===== src/rtl/typing_countdown_timer_pkg.sv =====
// typing_timer_pkg: shared state encoding and BCD helpers for the typing countdown timer
package typing_timer_pkg;
  typedef enum logic [1:0] {IDLE, RUN, PAUSED, EXPIRED} state_t;
  function automatic logic [7:0] bcd_dec(input logic [7:0] c);
    return (c == 8'h00) ? 8'h00 :
           (c[3:0] == 4'd0) ? {c[7:4] - 4'd1, 4'd9} : {c[7:4], c[3:0] - 4'd1};
  endfunction
  function automatic logic [7:0] to_bcd(input int n);
    return {4'(n / 10), 4'(n % 10)};
  endfunction
endpackage


===== src/rtl/typing_countdown_timer_if.sv =====
// typing_countdown_timer_if: control pulses in, display/status signals out
interface typing_countdown_timer_if;
  logic       start;
  logic       pause;
  logic       clear;
  logic [3:0] digit_one;
  logic [3:0] digit_two;
  logic       one_en;
  logic       two_en;
  logic       running;
  logic       expired;
  logic       expire_pulse;
  modport master (
    output start, pause, clear,
    input  digit_one, digit_two, one_en, two_en, running, expired, expire_pulse
  );
  modport slave (
    input  start, pause, clear,
    output digit_one, digit_two, one_en, two_en, running, expired, expire_pulse
  );
endinterface


===== src/rtl/typing_countdown_timer_tick_prescaler.sv =====
// tick_prescaler: counts fast_clk cycles and strobes once per second while enabled
module tick_prescaler #(
  parameter int TICKS_PER_SEC = 100_000_000
) (
  input  logic                             fast_clk,
  input  logic                             rst_n,
  input  logic                             i_en,
  input  logic                             i_clr,
  output logic [$clog2(TICKS_PER_SEC)-1:0] o_cnt,
  output logic                             o_tick
);
  localparam int W = $clog2(TICKS_PER_SEC);
  logic [W-1:0] r_cnt;
  assign o_cnt  = r_cnt;
  assign o_tick = i_en && (r_cnt == W'(TICKS_PER_SEC - 1));
  // wrap at the terminal count; clear wins over enable
  always_ff @(posedge fast_clk or negedge rst_n) begin
    if (!rst_n) r_cnt <= '0;
    else if (i_clr) r_cnt <= '0;
    else if (i_en) r_cnt <= o_tick ? '0 : r_cnt + 1'b1;
  end
endmodule


===== src/rtl/typing_countdown_timer.sv =====
// typing_countdown_timer: two-digit BCD seconds countdown feeding the seven-segment driver
module typing_countdown_timer
  import typing_timer_pkg::*;
#(
  parameter int TICKS_PER_SEC = 100_000_000,
  parameter int START_SECS    = 60,
  parameter int WARN_SECS     = 10
) (
  input logic                     fast_clk,
  input logic                     rst_n,
  typing_countdown_timer_if.slave bus
);
  localparam logic [7:0] PRESET = to_bcd(START_SECS);
  localparam int W = $clog2(TICKS_PER_SEC);
  state_t       r_state;
  logic [7:0]   r_count;
  logic         r_pulse;
  logic [W-1:0] w_presc;
  logic         w_tick;
  logic         w_en;
  logic         w_clr;
  logic [6:0]   w_secs;
  logic         w_blink;
  assign w_en  = (r_state == RUN) || (r_state == EXPIRED);
  assign w_clr = bus.clear || (r_state == IDLE);
  tick_prescaler #(.TICKS_PER_SEC(TICKS_PER_SEC)) u_presc (
    .fast_clk (fast_clk),
    .rst_n    (rst_n),
    .i_en     (w_en),
    .i_clr    (w_clr),
    .o_cnt    (w_presc),
    .o_tick   (w_tick)
  );
  // state, count and expiry pulse; clear > pause > start, expiry beats a same-cycle pause
  always_ff @(posedge fast_clk or negedge rst_n) begin
    if (!rst_n) begin
      r_state <= IDLE;
      r_count <= PRESET;
      r_pulse <= 1'b0;
    end else begin
      r_pulse <= 1'b0;
      if (bus.clear) begin
        r_state <= IDLE;
        r_count <= PRESET;
      end else begin
        case (r_state)
          IDLE: begin
            r_count <= PRESET;
            if (bus.start) r_state <= RUN;
          end
          RUN: begin
            if (w_tick) r_count <= bcd_dec(r_count);
            if (w_tick && r_count == 8'h01) begin
              r_state <= EXPIRED;
              r_pulse <= 1'b1;
            end else if (bus.pause) r_state <= PAUSED;
          end
          PAUSED: if (bus.start) r_state <= RUN;
          default: r_count <= 8'h00;
        endcase
      end
    end
  end
  assign w_secs  = 7'(r_count[7:4]) * 7'd10 + 7'(r_count[3:0]);
  assign w_blink = (WARN_SECS != 0) && (w_presc < W'(TICKS_PER_SEC / 2)) &&
                   ((r_state == RUN && w_secs <= 7'(WARN_SECS)) || r_state == EXPIRED);
  assign bus.digit_one    = r_count[7:4];
  assign bus.digit_two    = r_count[3:0];
  assign bus.one_en       = (r_count[7:4] != 4'd0) && !w_blink;
  assign bus.two_en       = !w_blink;
  assign bus.running      = (r_state == RUN);
  assign bus.expired      = (r_state == EXPIRED);
  assign bus.expire_pulse = r_pulse;
endmodule


===== src/flat_wrapper.sv =====
// flat-port wrapper written by rule: the top's interface ports become plain ports
module typing_countdown_timer_flat import typing_timer_pkg::*;
#(
  parameter int TICKS_PER_SEC = 100_000_000,
  parameter int START_SECS    = 60,
  parameter int WARN_SECS     = 10
)
  (fast_clk, rst_n, bus_start, bus_pause, bus_clear, bus_digit_one, bus_digit_two, bus_one_en, bus_two_en, bus_running, bus_expired, bus_expire_pulse);
  typing_countdown_timer_if bus_i ();
  input logic fast_clk;
  input logic rst_n;
  input wire logic [$bits(bus_i.start)-1:0] bus_start;
  input wire logic [$bits(bus_i.pause)-1:0] bus_pause;
  input wire logic [$bits(bus_i.clear)-1:0] bus_clear;
  output wire logic [$bits(bus_i.digit_one)-1:0] bus_digit_one;
  output wire logic [$bits(bus_i.digit_two)-1:0] bus_digit_two;
  output wire logic [$bits(bus_i.one_en)-1:0] bus_one_en;
  output wire logic [$bits(bus_i.two_en)-1:0] bus_two_en;
  output wire logic [$bits(bus_i.running)-1:0] bus_running;
  output wire logic [$bits(bus_i.expired)-1:0] bus_expired;
  output wire logic [$bits(bus_i.expire_pulse)-1:0] bus_expire_pulse;
  assign bus_i.start = bus_start;
  assign bus_i.pause = bus_pause;
  assign bus_i.clear = bus_clear;
  assign bus_digit_one = bus_i.digit_one;
  assign bus_digit_two = bus_i.digit_two;
  assign bus_one_en = bus_i.one_en;
  assign bus_two_en = bus_i.two_en;
  assign bus_running = bus_i.running;
  assign bus_expired = bus_i.expired;
  assign bus_expire_pulse = bus_i.expire_pulse;
  typing_countdown_timer #(.TICKS_PER_SEC(TICKS_PER_SEC), .START_SECS(START_SECS), .WARN_SECS(WARN_SECS)) u_core (.fast_clk(fast_clk), .rst_n(rst_n), .bus(bus_i));
endmodule

===== config.mk =====
export PLATFORM = sky130hd
export DESIGN_NAME = typing_countdown_timer_flat
export DESIGN_NICKNAME = d
export VERILOG_FILES = /design/src/rtl/typing_countdown_timer_pkg.sv /design/src/rtl/typing_countdown_timer_if.sv /design/src/rtl/typing_countdown_timer_tick_prescaler.sv /design/src/rtl/typing_countdown_timer.sv /design/src/flat_wrapper.sv
export SDC_FILE = /design/constraint.sdc
export NUM_CORES = 1
export LEC_CHECK = 0
export BUFFER_PORTS_ARGS = -buffer_cell sky130_fd_sc_hd__buf_4
export CORE_MARGIN = 5
export CORE_UTILIZATION = 56
export DETAILED_ROUTE_END_ITERATION = 8
export PLACE_DENSITY = 0.76
export SETUP_SLACK_MARGIN = 0.2
export SLEW_MARGIN = 20
export SYNTH_ARGS = -nofsm -noshare
export SYNTH_HDL_FRONTEND = slang
export SYNTH_SLANG_ARGS = --single-unit

===== constraint.sdc =====
create_clock -name fast_clk -period 2.97 [get_ports fast_clk]
set_input_delay 0.594 -clock fast_clk [delete_from_list [all_inputs] [get_ports fast_clk]]
set_output_delay 0.594 -clock fast_clk [all_outputs]
set_load 0.005 [all_outputs]

# == Word level (Yosys, flattened, before mapping) ==
# Index checks and enable logic that the tools add are counted.
# totals
elab_cells,57
regBits,38
input_bits,5
output_inout_bits,13
# op_classes
n_mux,16
n_reduce_logical,19
order_cmp,2
n_mul,1
n_addsub,4
eq_ne,10
# ops
cell,count
$mux W27,3
$mux W8,4
$add A27 B1 Y27 const B,1
$eq A27 B27 Y1 const B,1
$lt A27 B26 Y1 const B,1
$pmux W8 S3,1
$eq A8 B1 Y1 const B,1
$logic_not A8 Y1,1
$mux W2,4
$sub A4 B1 Y4 const B,2
$add A7 B4 Y7,1
$le A7 B4 Y1 const B,1
$mul A4 B3 Y6 const B,1
$reduce_and A3 Y1,2
$logic_and A1 B1 Y1,5
$eq A2 B2 Y1 const B,2
$logic_not A4 Y1,1
$ne A4 B2 Y1 const B,1
$ne A4 B3 Y1 const B,1
$pmux W2 S2,1
$reduce_bool A4 Y1,1
$logic_or A1 B1 Y1,3
$mux W1,3
$ne A3 B1 Y1 const B,1
9 further kinds,9

# == Logic depth before layout (Yosys ltp) ==
# Gate-level depths: netlist (run 1).
# logic_depth
ltp_word,8
mapped_depth,9
depth_no_buf,9

# == By module ==
# A second synthesis (run 1) with hierarchy kept.
# unflattened
cells_unflattened,267
hier_area_um2,2481.1
# modules_own_cells
mod,instances,cells_per_inst,seq_area_each_um2,area_each_um2
tick_prescaler,1,167,675.6,1581.5
typing_countdown_timer,1,100,277.8,899.6

# == Worst setup path after synthesis (run 1) ==
# Ideal clock, no wire load.
# synth_path
path_type,reg-to-output
startpoint,register u_core.r_count[5]
endpoint,output port bus_one_en
stages_incl_launch_ff,10
path_slack_ps,278
arrival_time_ps,2098
cell_sequence,dfstp_2 > ha_1 > ha_1 > inv_1 > fa_1 > nand2b_1 > nor4b_1 > a311oi_1 > o21ai_0 > a21oi_1
# synth_between
elab_chain_cells,8
# synth_lines
item,line,rtl
"start, declared",typing_countdown_timer.sv:16,logic [7:0] r_count;
"start signal, assigned",typing_countdown_timer.sv:52,if (w_tick) r_count <= bcd_dec(r_count);
$mul A4 B3 Y6,typing_countdown_timer.sv:64,assign w_secs = 7'(r_count[7:4]) * 7'd10 + 7'(r_count[3:0]);
$add A7 B4 Y7,typing_countdown_timer.sv:64,
$le A7 B4 Y1,typing_countdown_timer.sv:66,((r_state == RUN && w_secs <= 7'(WARN_SECS)) || r_state == EXPIRED);
$logic_and A1 B1 Y1,typing_countdown_timer.sv:66,
$logic_or A1 B1 Y1,typing_countdown_timer.sv:66,
$logic_and A1 B1 Y1,typing_countdown_timer.sv:65,assign w_blink = (WARN_SECS != 0) && (w_presc < W'(TICKS_PER_SEC / 2)) &&
$logic_not A1 Y1,typing_countdown_timer.sv:69,assign bus.one_en = (r_count[7:4] != 4'd0) && !w_blink;
$logic_and A1 B1 Y1 (*),typing_countdown_timer.sv:69,
"end, declared",flat_wrapper.sv:17,output wire logic [$bits(bus_i.one_en)-1:0] bus_one_en;
# Mark *: on every way between the ends. The rest lies on a longest branch, timed or not.

# == Worst setup path after layout (run 1) ==
# layout_path
startpoint,register u_core.r_count[7]
endpoint,output port bus_one_en
# The elaborated chain is that of the path after synthesis.

==> flow_summary.yaml, run 1 <==
grt:
  antenna_found_initial: 0
  grtUsageTotal: 0.2231
  grt_pass1_wl_um: 9722
  grt-ovfl-total: 0
  grt_start_max_net_pins: 39
  grt_pass1_vias: 2009
placed_design:
  placed_cells: 342
  gp_congestion: 0.9190
  io_buffers: 17
  hpwl_um: 4016
logic_synthesis:
  ys_top_cells_by_count: "43 x nor2_1, 36 x dfrtp_1, 26 x nand2_1, 22 x xnor2_1, 14 x inv_1"
  synth_ff_type: "dfrtp_1"
  ys_ff_latch: 38
  synthCells: 274
  yosysMostFrequentCell: "nor2_1"
  synth_edf_count: 0
  synth_top_area_cell: "dfrtp_1"
  avgSynthCellArea_um2: 8.772
  synthArstFlopShare: 1.000
  synth-seq-area-share: 0.3967
  yosys_warnings: 0
  syn-cell-area_mm2: 0.002404
  synth.distinct_cells: 44
  synth_top_area_share: 0.3748
  ys_top_cells_by_area: "dfrtp_1 37%, xnor2_1 8.0%, nor2_1 6.7%, ha_1 5.7%, nand2_1 4.1%"
  syn_nets: 292
clock_tree:
  cts_inserted_buffers: 5
  clkLatencyLatePin_ns: 0.29
  cts-root-buf: "clkbuf_8"
  h-tree-depth: 2
  hold_buffers: 0
  cts.sinks: 38
  clkTransAtPathRegs_ns: 0.07
  tritoncts: "built"
  cts.path.max_buffers: 2
die:
  die_area_mm2: 0.005703
  core_mm2: 0.004086
  io_pins: 18
  initial_utilization: 0.5882
  fp-row-count: 23
  die_w_um: 75.52
  die_h_um: 75.52
hold_path:
  hold_class: "in2async"
status:
  status: "complete, but fails checks"
  violations: "setup timing"
sta:
  period_needed_ns: 3.245
  finalSetupViolCount: 2
  layout_setup_ws_ns: -0.2747
  worst_pin_slew_ns: 0.4742
  max_freq_mhz: 308.2
  period_share: 1.092
  finClkSkew_ns: 0.005578
  whs_ns: 0.2537
  max-slew-margin-rel: 0.6839
  rsz0062_at_grt: "true"
  hold_viol: 0
  drv_slew: 0
setup_path:
  path_max_fanout: 2
  worstRegToRegCells: 5
  worst_setup_path_start_kind: "register"
  endpoint_kind: "output port"
  crit_type: "reg2out"
  required_ns: 2.38
  critPathArrivalTime_ns: 2.65
route:
  dr.pass1.iters: 4
  viasPerCell: 5.938
  drt_iter0_markers: 171
  wl_um: 5628
  drc_errors: 0
  ant_nets: 0
  dr_total_vias: 2096
  wire_per_inst_um: 15.94
final_layout:
  diodes: 0
  layoutNonFillerInstCount: 353
  n_fill_cell: 339
  final_layout_size_suffix_gt1_frac: 0.1815
  final_nets: 320
  area_growth_syn_to_layout_pct: 17.59
power_and_ir_drop:
  p_leak_uw: 0.001119
  power.density_mw_per_mm2: 333.1
  peakVddDrop_mv: 0.2930
job:
  cap_violations: 0
logic make-up after synthesis:
group,Yosys count,synth area share
compound gates,38,0.1041
xor+xnor,27,0.09838
fa+ha+maj,13,0.07392
buf+inv,24,0.03956
flops,38,0.3967
simple gates,134,0.2873
stage by stage:
step,util,setup TNS [ns],area (um2),power [uW],worst slack (ns)
global route,0.6917,-0.6817,2826,985.9,-0.3511
global placement,0.6476,0,2646,596.5,0.07758
floorplan,-,0,2404,565.3,0.2785
finish,0.6917,-0.5408,2826,941.5,-0.2747
CTS,0.6859,-0.4186,2803,949.0,-0.2175
detailed placement,0.6476,-0.1560,2646,597.0,-0.1061
critical path, stage by stage (launching register included):
cell and delay [ns]:
dfrtp_1 0.42, ha_4 0.29, ha_4 0.12, inv_2 0.03, fa_2 0.53, nand2b_1 0.09
nor4b_2 0.34, a311oi_2 0.09, o21ai_2 0.23, a21oi_2 0.08, buf_4 0.15
sequential cells by signal (all words and copies together) (netlist names):
register	flops
u_core.r_count	8
u_core.bus.expire_pulse	1
u_core.r_state	2
u_core.u_presc.o_cnt	27
placed cells by master, fill, tap and decap left out, types with 6 or more instances in the layout:
| cell type | n |
|---|---|
| buf_4 | 29 |
| nor4_1 | 8 |
| inv_1 | 13 |
| xnor2_1 | 21 |
| ha_1 | 8 |
| dfrtp_1 | 36 |
| nand3_1 | 8 |
| nand4_1 | 8 |
| a21oi_1 | 8 |
| or4_1 | 6 |
| nand2_1 | 26 |
| nor2_1 | 43 |
| nor3_1 | 8 |
repair_timing:
item                                   CTS  global route
endpoints found under the hold margin    0             0
setup endpoints to repair                2             2
gates resized for setup                 12             2
buffers inserted                         2             1
pin swaps                                7             5
worst paths after layout:
check	from	slack, ns	endpoint
worst max-delay path	u_core.r_count[7]	-0.27	bus_one_en
worst min-delay path	rst_n	0.25	u_core.r_state[1]
worst max register to register	u_core.u_presc.o_cnt[9]	0.31	u_core.r_count[4]
worst min register to register	u_core.u_presc.o_cnt[8]	0.57	u_core.u_presc.o_cnt[8]
max in group asynchronous	rst_n	2.35	u_core.r_count[5]
min in group fast_clk	bus_pause	0.49	u_core.r_state[0]
final cells by class:
type	instances	area, um2	area share
Multi-Input combinational cell	212	1423	0.5033
Sequential cell	38	953.4	0.3373
Timing Repair Buffer	31	249.0	0.08809
Clock buffer	6	72.57	0.02568
Tap cell	50	62.56	0.02213
Inverter	14	52.55	0.01859
Clock inverter	2	13.76	0.004869
where the power goes:
part           leakage [uW]  internal [uW]  total (uW)  switching [uW]
logic              0.000552           23.6        62.5            38.9
clock network     0.0000452            166         353             187
registers          0.000522            521         526            5.92
metal layers:
metal	GRT usage	part of all wire
met1	0.3142	0.47
met2	0.3452	0.47
met3	0.04485	0.040
met4	0.07573	0.018
met5	0	0
(Power assumes the default switching activity.)
==> run 2: changes to the inputs <==
--- a/config.mk
+++ b/config.mk
@@ -7,9 +7,9 @@
 export LEC_CHECK = 0
 export BUFFER_PORTS_ARGS = -buffer_cell sky130_fd_sc_hd__buf_4
 export CORE_MARGIN = 5
-export CORE_UTILIZATION = 56
+export CORE_UTILIZATION = 55
 export DETAILED_ROUTE_END_ITERATION = 8
-export PLACE_DENSITY = 0.76
+export PLACE_DENSITY = 0.75
 export SETUP_SLACK_MARGIN = 0.2
 export SLEW_MARGIN = 20
 export SYNTH_ARGS = -nofsm -noshare
==> flow_summary.yaml, run 2 (same netlist as run 1, synthesis figures left out) <==
sta:
  hold_viol: 0
  finalSetupViolCount: 2
  period_share: 1.056
  drv_slew: 0
  max_freq_mhz: 318.8
  finClkSkew_ns: 0.007527
  rsz0062_at_grt: "true"
  max-slew-margin-rel: 0.6805
  period_needed_ns: 3.137
  worst_pin_slew_ns: 0.4793
  layout_setup_ws_ns: -0.1672
final_layout:
  final_nets: 320
  final_layout_size_suffix_gt1_frac: 0.1689
  layoutNonFillerInstCount: 354
  final_area_mm2: 0.002816
  final_cell_mix: "43 x nor2_1, 36 x dfrtp_1, 30 x buf_4"
  largest_reg_flops: 27
  diodes: 0
  n_fill_cell: 358
  final_util: 0.6559
  area_growth_syn_to_layout_pct: 17.18
  final_common_cell: "nor2_1"
setup_path:
  required_ns: 2.38
  r2r-start: "u_core.u_presc.o_cnt[9]"
  worst_setup_path_start_kind: "register"
  critPathArrivalTime_ns: 2.54
  crit_type: "reg2out"
  worstRegToRegCells: 5
  startpoint: "u_core.r_count[5]"
  endpoint_kind: "output port"
  r2r-end: "u_core.r_count[4]"
  path_max_fanout: 2
  worstSetupEndpoint: "bus_one_en"
  reg2reg_slack_ns: 0.26
route:
  wire_per_inst_um: 16.12
  drt_iter0_markers: 167
  wl_um: 5706
  ant_nets: 0
  dr_total_vias: 2120
  viasPerCell: 5.989
  dr.pass1.iters: 4
  drc_errors: 0
die:
  io_pins: 18
  die_area_mm2: 0.005792
  initial_utilization: 0.5597
  die_h_um: 76.11
  die_w_um: 76.11
  fp-row-count: 24
  core_mm2: 0.004294
placed_design:
  placed_cells: 343
  hpwl_um: 4017
  io_buffers: 17
  dpl_cell_area_mm2: 0.002641
  gp_congestion: 0.8206
grt:
  antenna_found_initial: 0
  grt_pass1_wl_um: 9894
  grt_util_met3: 0.03783
  grt_start_max_net_pins: 39
  grt_use_met2: 0.3527
  met1_usage: 0.2508
  grtUsageTotal: 0.2059
  grt_pass1_vias: 2144
  busiest_layer: "met2"
  grt-ovfl-total: 0
status:
  status: "complete, but fails checks"
  violations: "setup timing"
clock_tree:
  clkLatencyLatePin_ns: 0.29
  h-tree-depth: 2
  cts.sinks: 38
  tritoncts: "built"
  cts-root-buf: "clkbuf_8"
  clkTransAtPathRegs_ns: 0.08
  cts.path.max_buffers: 2
  cts_inserted_buffers: 5
power_and_ir_drop:
  power.density_mw_per_mm2: 329.1
  peakVddDrop_mv: 0.1903
  p_leak_uw: 0.001125
hold_path:
  hold_class: "in2async"
job:
  cap_violations: 0
## run 2: cell type report
type / count / area [um2] / area share
multi-input combinational: 212 / 1424 / 0.5056
timing repair buffer: 31 / 245.2 / 0.08707
tap: 52 / 65.06 / 0.02310
inverter: 14 / 52.55 / 0.01866
clock buffer: 7 / 76.32 / 0.02710
sequential: 38 / 953.4 / 0.3385
## run 2: worst max-delay path, cell delays in order (launching register included)
cell	delay [ns]
dfstp_2	0.56
ha_4	0.14
ha_4	0.12
inv_2	0.03
fa_2	0.52
nand2b_1	0.08
nor4b_2	0.30
a311oi_1	0.08
o21ai_1	0.18
a21oi_1	0.09
buf_4	0.15
## run 2: worst min path at each step
stage | start | to | slack, ns | cells after the start
6_report | rst_n | u_core.u_presc.o_cnt[0] | 0.27 | 1
5_1_grt | rst_n | u_core.u_presc.o_cnt[1] | 0.30 | 1
4_1_cts | rst_n | u_core.u_presc.o_cnt[1] | 0.28 | 1
3_5_place_dp | u_core.u_presc.o_cnt[1] | u_core.u_presc.o_cnt[1] | 0.55 | 2
3_3_place_gp | u_core.u_presc.o_cnt[1] | u_core.u_presc.o_cnt[1] | 0.52 | 2
2_1_floorplan | rst_n | u_core.bus.expire_pulse | 0.30 | 0
## run 2: repair_timing
action	4_1_cts	5_1_grt
setup buffers	3	1
endpoints found under the setup margin	2	3
pin swaps	2	1
gates resized for setup	9	3
hold buffers	0	0
## run 2: per-layer routing
layer	vias up	wire (um)
li1	1022	-
met3	8	238
met5	-	0
met1	1033	2439
met2	57	2921
met4	0	106
## run 2: where the power goes
group	total, uW	switching [uW]	internal, uW
combinational	66.2	40.9	25.3
sequential	526	5.03	521
clock	335	173	162
total	927	219	708
## run 2: per-stage QoR
stage	total power, uW	setup slack [ns]	hold WS, ns	TNS (ns)
finish	926.8	-0.1672	0.2662	-0.3047
global route	958.7	-0.2339	0.3028	-0.4452
CTS	929.8	-0.1238	0.2833	-0.2212
detailed placement	599.2	0.01027	0.5467	0
global placement	597.9	0.1610	0.5184	0
floorplan	565.3	0.2785	0.2984	0
